==> config.mk <==
export PLATFORM = sky130hd
export DESIGN_NAME = tpu_thread_recv_flat
export DESIGN_NICKNAME = d
export VERILOG_FILES = /design/src/rtl/tpu_thread_recv_if.sv /design/src/rtl/tpu_thread_recv.sv /design/src/flat_wrapper.sv
export SDC_FILE = /design/constraint.sdc
export NUM_CORES = 1
export LEC_CHECK = 0
export CAP_MARGIN = 25
export CELL_PAD_IN_SITES_DETAIL_PLACEMENT = 1
export CELL_PAD_IN_SITES_GLOBAL_PLACEMENT = 1
export CORE_UTILIZATION = 35
export CTS_BUF_LIST = sky130_fd_sc_hd__clkbuf_4
export CTS_CLUSTER_DIAMETER = 50
export CTS_CLUSTER_SIZE = 20
export DETAILED_ROUTE_END_ITERATION = 10
export PLACE_DENSITY = 0.81
export SLEW_MARGIN = 20
export SYNTH_ARGS = -nofsm -noshare
export SYNTH_HDL_FRONTEND = slang
export SYNTH_SLANG_ARGS = --single-unit
==> constraint.sdc <==
create_clock -name clock -period 5.5 [get_ports clock]
set_clock_uncertainty 0.15 [all_clocks]
set_input_delay 1.1 -clock clock [delete_from_list [all_inputs] [get_ports clock]]
set_output_delay 1.1 -clock clock [all_outputs]
set_load 0.02 [all_outputs]
==> src/rtl/tpu_thread_recv_if.sv <==
// rtl/tpu_thread_recv_if.sv - MPU dispatch, IMem write, sequencer and commit signals of tpu_thread_recv
interface tpu_thread_recv_if #(
    parameter int WIDTH_INSTR     = 64,
    parameter int WIDTH_DATA      = 32,
    parameter int WIDTH_THREADID  = 32,
    parameter int WIDTH_NUM_ISSUE = 3,
    parameter int DEPTH_IMEM      = 1024
);
    localparam int WIDTH_IA = $clog2(DEPTH_IMEM);

    logic                       I_V;
    logic [2:0]                 I_Tag;
    logic [WIDTH_INSTR-1:0]     I_Instr;
    logic [WIDTH_DATA-1:0]      I_Data;
    logic                       O_Rdy;
    logic                       O_IMem_We;
    logic [WIDTH_IA-1:0]        O_IMem_Addr;
    logic [WIDTH_INSTR-1:0]     O_IMem_Data;
    logic [WIDTH_THREADID-1:0]  O_ThreadID;
    logic [WIDTH_IA:0]          O_Length;
    logic                       O_Start;
    logic                       I_End;
    logic                       O_Commit;
    logic [WIDTH_NUM_ISSUE-1:0] O_IssueNo;
    logic                       I_Commit_Ack;
    logic                       O_Err;

    modport master (
        output I_V, I_Tag, I_Instr, I_Data, I_End, I_Commit_Ack,
        input  O_Rdy, O_IMem_We, O_IMem_Addr, O_IMem_Data, O_ThreadID, O_Length,
        input  O_Start, O_Commit, O_IssueNo, O_Err
    );

    modport slave (
        input  I_V, I_Tag, I_Instr, I_Data, I_End, I_Commit_Ack,
        output O_Rdy, O_IMem_We, O_IMem_Addr, O_IMem_Data, O_ThreadID, O_Length,
        output O_Start, O_Commit, O_IssueNo, O_Err
    );
endinterface

==> src/rtl/tpu_thread_recv.sv <==
// rtl/tpu_thread_recv.sv - TPU thread-dispatch receiver: loads IMem, launches thread, returns commit
// Optional length check on the ILENGTH word: define TPU_RECV_LENGTH_CHECK_EN.
module tpu_thread_recv #(
    parameter int WIDTH_INSTR     = 64,
    parameter int WIDTH_DATA      = 32,
    parameter int WIDTH_THREADID  = 32,
    parameter int WIDTH_NUM_ISSUE = 3,
    parameter int DEPTH_IMEM      = 1024
) (
    input logic               clock,
    input logic               reset,
    tpu_thread_recv_if.slave  bus
);
    localparam int WIDTH_IA = $clog2(DEPTH_IMEM);
    localparam logic [WIDTH_IA:0] COUNT_FULL = (WIDTH_IA+1)'(DEPTH_IMEM);
    localparam logic [WIDTH_IA:0] COUNT_LAST = COUNT_FULL - 1'b1;

    localparam logic [2:0] TAG_ID    = 3'd2;
    localparam logic [2:0] TAG_INSTR = 3'd3;
    localparam logic [2:0] TAG_ISSUE = 3'd4;
    localparam logic [2:0] TAG_LEN   = 3'd5;

    typedef enum logic [2:0] {
        S_ID, S_INSTR, S_ISSUE, S_LEN, S_START, S_RUN, S_COMMIT
    } state_t;

    state_t state, state_nxt;

    logic [WIDTH_IA:0]          count;
    logic [WIDTH_THREADID-1:0]  thread_id;
    logic [WIDTH_NUM_ISSUE-1:0] issue_no;
    logic [WIDTH_IA:0]          length;
    logic                       err;
    logic                       imem_we;
    logic [WIDTH_IA-1:0]        imem_addr;
    logic [WIDTH_INSTR-1:0]     imem_data;

    logic accept;
    logic wr_en, latch_id, latch_issue, latch_len, set_err;

    assign accept = bus.I_V && bus.O_Rdy;

    always_comb begin
        state_nxt   = state;
        wr_en       = 1'b0;
        latch_id    = 1'b0;
        latch_issue = 1'b0;
        latch_len   = 1'b0;
        set_err     = 1'b0;
        case (state)
            S_ID: if (accept) begin
                if (bus.I_Tag == TAG_ID) begin
                    latch_id  = 1'b1;
                    state_nxt = S_INSTR;
                end else begin
                    set_err = 1'b1;
                end
            end
            S_INSTR: if (accept) begin
                if (bus.I_Tag == TAG_INSTR && count != COUNT_FULL) begin
                    wr_en = 1'b1;
                    // Last free slot filled: only the issue word may follow.
                    if (count == COUNT_LAST) state_nxt = S_ISSUE;
                end else if (bus.I_Tag == TAG_ISSUE) begin
                    latch_issue = 1'b1;
                    state_nxt   = S_LEN;
                end else begin
                    set_err   = 1'b1;
                    state_nxt = S_ID;
                end
            end
            S_ISSUE: if (accept) begin
                if (bus.I_Tag == TAG_ISSUE) begin
                    latch_issue = 1'b1;
                    state_nxt   = S_LEN;
                end else begin
                    set_err   = 1'b1;
                    state_nxt = S_ID;
                end
            end
            S_LEN: if (accept) begin
                if (bus.I_Tag == TAG_LEN) begin
                    latch_len = 1'b1;
`ifdef TPU_RECV_LENGTH_CHECK_EN
                    if (bus.I_Data[WIDTH_IA:0] != count) begin
                        set_err   = 1'b1;
                        state_nxt = S_ID;
                    end else begin
                        state_nxt = S_START;
                    end
`else
                    state_nxt = S_START;
`endif
                end else begin
                    set_err   = 1'b1;
                    state_nxt = S_ID;
                end
            end
            S_START:  state_nxt = S_RUN;
            S_RUN:    if (bus.I_End) state_nxt = S_COMMIT;
            S_COMMIT: if (bus.I_Commit_Ack) state_nxt = S_ID;
            default:  state_nxt = S_ID;
        endcase
    end

    always_ff @(posedge clock or posedge reset) begin
        if (reset) state <= S_ID;
        else       state <= state_nxt;
    end

    always_ff @(posedge clock or posedge reset) begin
        if (reset) begin
            count     <= '0;
            thread_id <= '0;
            issue_no  <= '0;
            length    <= '0;
            err       <= 1'b0;
            imem_we   <= 1'b0;
            imem_addr <= '0;
            imem_data <= '0;
        end else begin
            imem_we <= wr_en;
            if (wr_en) begin
                imem_addr <= count[WIDTH_IA-1:0];
                imem_data <= bus.I_Instr;
                count     <= count + 1'b1;
            end
            if (latch_id) begin
                thread_id <= bus.I_Data[WIDTH_THREADID-1:0];
                count     <= '0;
            end
            if (latch_issue) issue_no <= bus.I_Data[WIDTH_NUM_ISSUE-1:0];
            if (latch_len)   length   <= count;
            if (set_err)     err      <= 1'b1;
        end
    end

    // Ready is held low while reset is asserted so every output reads zero.
    assign bus.O_Rdy       = !reset && (state == S_ID || state == S_INSTR ||
                                        state == S_ISSUE || state == S_LEN);
    assign bus.O_Start     = (state == S_START);
    assign bus.O_Commit    = (state == S_COMMIT);
    assign bus.O_IMem_We   = imem_we;
    assign bus.O_IMem_Addr = imem_addr;
    assign bus.O_IMem_Data = imem_data;
    assign bus.O_ThreadID  = thread_id;
    assign bus.O_Length    = length;
    assign bus.O_IssueNo   = issue_no;
    assign bus.O_Err       = err;
endmodule

==> src/flat_wrapper.sv <==
// flat-port wrapper written by rule: the top's interface ports become plain ports
module tpu_thread_recv_flat 
#(
    parameter int WIDTH_INSTR     = 64,
    parameter int WIDTH_DATA      = 32,
    parameter int WIDTH_THREADID  = 32,
    parameter int WIDTH_NUM_ISSUE = 3,
    parameter int DEPTH_IMEM      = 1024
)
  (clock, reset, bus_I_V, bus_I_Tag, bus_I_Instr, bus_I_Data, bus_I_End, bus_I_Commit_Ack, bus_O_Rdy, bus_O_IMem_We, bus_O_IMem_Addr, bus_O_IMem_Data, bus_O_ThreadID, bus_O_Length, bus_O_Start, bus_O_Commit, bus_O_IssueNo, bus_O_Err);
  tpu_thread_recv_if #(.WIDTH_INSTR(WIDTH_INSTR), .WIDTH_DATA(WIDTH_DATA), .WIDTH_THREADID(WIDTH_THREADID), .WIDTH_NUM_ISSUE(WIDTH_NUM_ISSUE), .DEPTH_IMEM(DEPTH_IMEM)) bus_i ();
  input logic clock;
  input logic reset;
  input wire logic [$bits(bus_i.I_V)-1:0] bus_I_V;
  input wire logic [$bits(bus_i.I_Tag)-1:0] bus_I_Tag;
  input wire logic [$bits(bus_i.I_Instr)-1:0] bus_I_Instr;
  input wire logic [$bits(bus_i.I_Data)-1:0] bus_I_Data;
  input wire logic [$bits(bus_i.I_End)-1:0] bus_I_End;
  input wire logic [$bits(bus_i.I_Commit_Ack)-1:0] bus_I_Commit_Ack;
  output wire logic [$bits(bus_i.O_Rdy)-1:0] bus_O_Rdy;
  output wire logic [$bits(bus_i.O_IMem_We)-1:0] bus_O_IMem_We;
  output wire logic [$bits(bus_i.O_IMem_Addr)-1:0] bus_O_IMem_Addr;
  output wire logic [$bits(bus_i.O_IMem_Data)-1:0] bus_O_IMem_Data;
  output wire logic [$bits(bus_i.O_ThreadID)-1:0] bus_O_ThreadID;
  output wire logic [$bits(bus_i.O_Length)-1:0] bus_O_Length;
  output wire logic [$bits(bus_i.O_Start)-1:0] bus_O_Start;
  output wire logic [$bits(bus_i.O_Commit)-1:0] bus_O_Commit;
  output wire logic [$bits(bus_i.O_IssueNo)-1:0] bus_O_IssueNo;
  output wire logic [$bits(bus_i.O_Err)-1:0] bus_O_Err;
  assign bus_i.I_V = bus_I_V;
  assign bus_i.I_Tag = bus_I_Tag;
  assign bus_i.I_Instr = bus_I_Instr;
  assign bus_i.I_Data = bus_I_Data;
  assign bus_i.I_End = bus_I_End;
  assign bus_i.I_Commit_Ack = bus_I_Commit_Ack;
  assign bus_O_Rdy = bus_i.O_Rdy;
  assign bus_O_IMem_We = bus_i.O_IMem_We;
  assign bus_O_IMem_Addr = bus_i.O_IMem_Addr;
  assign bus_O_IMem_Data = bus_i.O_IMem_Data;
  assign bus_O_ThreadID = bus_i.O_ThreadID;
  assign bus_O_Length = bus_i.O_Length;
  assign bus_O_Start = bus_i.O_Start;
  assign bus_O_Commit = bus_i.O_Commit;
  assign bus_O_IssueNo = bus_i.O_IssueNo;
  assign bus_O_Err = bus_i.O_Err;
  tpu_thread_recv #(.WIDTH_INSTR(WIDTH_INSTR), .WIDTH_DATA(WIDTH_DATA), .WIDTH_THREADID(WIDTH_THREADID), .WIDTH_NUM_ISSUE(WIDTH_NUM_ISSUE), .DEPTH_IMEM(DEPTH_IMEM)) u_core (.clock(clock), .reset(reset), .bus(bus_i));
endmodule
==> flow_metrics.env <==
export IMPL_yosysWarnings=0
export IMPL_min_from="u_core.bus.O_ThreadID[7]$_DFFE_PP0P_"
export IMPL_internal_power_mw=2.835
export IMPL_diodes=0
export IMPL_dp_slack_ns=1.466
export IMPL_startpoint="reset"
export IMPL_finalHoldViolations=0
export IMPL_ys_seq_elements=136
export IMPL_power_frac_clock=0.177
export IMPL_path_clk_slew_ns=0.11
export IMPL_clock_sinks=136
export IMPL_drt_initial_drc_count=118
export IMPL_gr_total_overflow=0
export IMPL_cp_required_ns=4.25
export IMPL_vias=4317
export IMPL_final_max_slew_viol_count=0
export IMPL_critical_path_max_stage_delay_ns=0.63
export IMPL_busiest_layer="met2"
export IMPL_viasPerCell=4.765
export IMPL_port_buffer_count=228
export IMPL_grt_pass1_vias=4662
export IMPL_finalPower_mw=4.406
export IMPL_setup_viol=0
export IMPL_fin_ws_ns=1.778
export IMPL_mostFrequentLayoutCells="clkdlybuf4s50_1 (228), dfrtp_1 (136), nand2_1 (111)"
export IMPL_synth_seq_area_share=0.5858
export IMPL_crit_type="in -> out"
export IMPL_fin_tns_setup_ns=0
export IMPL_hold_depth=2
export IMPL_gp_congestion=0.8077
export IMPL_fp_coreArea_um2=16060
export IMPL_power_frac_seq=0.372
export IMPL_grtUsageMet3=0.08021
export IMPL_synth_edf_count=0
export IMPL_dieArea_um2=17120
export IMPL_grt_max_degree=111
export IMPL_rsz0062_at_grt="no"
export IMPL_io_pins=229
export IMPL_p_sw_frac=0.3567
export IMPL_crit_path_start_kind="primary input"
export IMPL_p_leak_nw=4.002
export IMPL_use_met2=0.3237
export IMPL_critPathMaxFanout=3
export IMPL_gr_usage_met1=0.2148
export IMPL_outcome="finished, final reports clean"
export IMPL_crit_path_frequent_cell="clkdlybuf4s50_1"
export IMPL_path_cells="clkdlybuf4s50_1 -> nor2_1 -> clkdlybuf4s50_1"
export IMPL_cts_hold_buf=0
export IMPL_r2r_end="u_core.bus.O_IMem_Data[58]$_DFFE_PP0P_"
export IMPL_ctsResizeCount=0
export IMPL_drive_gt1_frac=0.1899
export IMPL_rrSetupSlack_ns=2.20
export IMPL_post_cts_buffers=0
export IMPL_p_switching_mw=1.572
export IMPL_track_usage=0.1901
export IMPL_max_freq_mhz=268.7
export IMPL_worst_pin_slew_ns=0.7568
export IMPL_drv_cap=0
export IMPL_ys_async_sr_fraction=1.000
export IMPL_synth_area_um2=5809
export IMPL_dp_hpwl_um=11700
export IMPL_h_tree_depth=4
export IMPL_clockRootBuffer="clkbuf_4"
export IMPL_slew_headroom=0.4954
export IMPL_synth_ff_type="dfrtp_1"
export IMPL_hold_slack_ns=0.3245
export IMPL_dieWidth_um=130.8
export IMPL_r2r_cells=5
export IMPL_hold_path_end="u_core.bus.O_ThreadID[7]$_DFFE_PP0P_"
export IMPL_clk_latency_ns=0.53
export IMPL_fin_crit_sh=0.6767
export IMPL_holdCritPathClass="reg -> reg"
export IMPL_critical_path_buf_inv_count=2
export IMPL_final_common_cell="clkdlybuf4s50_1"
export IMPL_synthCells=454
export IMPL_fin_nets=783
export IMPL_cpMaxStageDelayCell="clkdlybuf4s50_1"
export IMPL_syn_num_nets=560
export IMPL_p_per_area_nw_per_um2=515.1
export IMPL_end_kind="primary output"
export IMPL_cts_buffers=17
export IMPL_critPathArrivalTime_ns=2.47
export IMPL_num_fill_cells=1649
export IMPL_pwr_share_comb=0.451
export IMPL_min_period_ns=3.722
export IMPL_syn_area_per_cell_um2=12.80
export IMPL_die_y_um=130.8
export IMPL_postRouteAntennaNets=0
export IMPL_first_pass_iters=4
export IMPL_timing_rr_start="u_core.count[6]$_DFFE_PP0P_"
export IMPL_fin_util=0.5327
export IMPL_cts_buffer_depth=2
export IMPL_drt_total_wl_um=16020
export IMPL_initial_utilization=0.3618
export IMPL_synth_distinct_cells=42
export IMPL_cts_tree="done"
export IMPL_antenna_found_initial=0
export IMPL_fp_row_count=46
export IMPL_area_growth_pct=47.25
export IMPL_routedWlPerCell_um=17.68
export IMPL_cp_top_family="buffers and inverters"
export IMPL_drcViolationCount=0
export IMPL_ir_worst_vdd_v=0.0002035
export IMPL_grt_pass1_wl_um=24660
logic make-up after synthesis:
family / synth area share
AOI/OAI and AO/OA: 0.02779
adders and majority gates: 0.004307
buffers and inverters: 0.03877
DFF: 0.5858
muxes: 0.2156
and+or+nand+nor: 0.1277
cell type report:
type / instances / area [um2] / share of cell area
clock buffer: 18 / 135.1 / 0.01580
clock inverter: 14 / 205.2 / 0.02399
inverter: 7 / 33.78 / 0.003949
multi-input combinational: 283 / 2195 / 0.2565
sequential: 136 / 3403 / 0.3978
tap: 216 / 270.3 / 0.03159
timing repair buffer: 232 / 2312 / 0.2703
metrics by stage:
step | instances | area (um2)
floorplan | 454 | 5809
global placement | 873 | 8203
detailed placement | 873 | 8204
CTS | 905 | 8544
global route | 906 | 8554
finish | 906 | 8554
cell usage after synthesis (3+ instances only):
master / number / area [um2]
mux2_2: 49 / 551.8
and3_1: 3 / 18.77
a21oi_1: 4 / 20.02
clkbuf_1: 15 / 56.30
nand3_1: 6 / 30.03
buf_2: 4 / 20.02
buf_12: 4 / 80.08
mux2i_1: 10 / 100.1
nor2_1: 4 / 15.01
nand4_1: 6 / 37.54
buf_4: 3 / 22.52
nor3_1: 3 / 15.01
nand2b_1: 9 / 56.30
inv_1: 7 / 26.28
nor4_1: 9 / 56.30
nand2_1: 111 / 416.7
dfrtp_1: 136 / 3403
mux2_4: 40 / 600.6
power by group through the flow:
stage / Sequential [mW] / Combinational, mW / Clock (mW)
floorplan: 2.07 / 0.555 / 0
global placement: 1.63 / 1.94 / 0
detailed placement: 1.67 / 2.00 / 0
CTS: 1.64 / 2.01 / 0.813
global route: 1.69 / 2.12 / 0.850
finish: 1.64 / 1.99 / 0.779
worst min-delay path, cell delays in order (launching register included):
cell	delay, ns
dfrtp_1	0.36
nand2_1	0.05
nand2_1	0.05
worst max path at each step:
stage	slack, ns	depth (start not counted)	end
finish	1.78	3	bus_O_Rdy
global route	1.74	3	bus_O_Rdy
CTS	1.81	3	bus_O_Rdy
detailed placement	1.47	6	u_core.bus.O_IMem_Data[10]$_DFFE_PP0P_
global placement	1.61	6	u_core.bus.O_IMem_Data[26]$_DFFE_PP0P_
floorplan	0.61	1	u_core.bus.O_Err$_DFFE_PP0P_
registers in the layout (all words and copies together), names as in the netlist:
| name | cells |
|---|---|
| u_core.bus.O_Err | 1 |
| u_core.bus.O_IMem_Addr | 10 |
| u_core.bus.O_IMem_Data | 64 |
| u_core.bus.O_IMem_We | 1 |
| u_core.bus.O_IssueNo | 3 |
| u_core.bus.O_Length | 11 |
| u_core.bus.O_ThreadID | 32 |
| u_core.count | 11 |
| u_core.state | 3 |
per-layer routing:
layer | vias to the layer above | part of all wire
li1 | 1999 | -
met1 | 2131 | 0.39
met2 | 167 | 0.50
met3 | 20 | 0.094
met4 | 0 | 0.016
met5 | - | 0
Power figures use the tool's default switching activity.
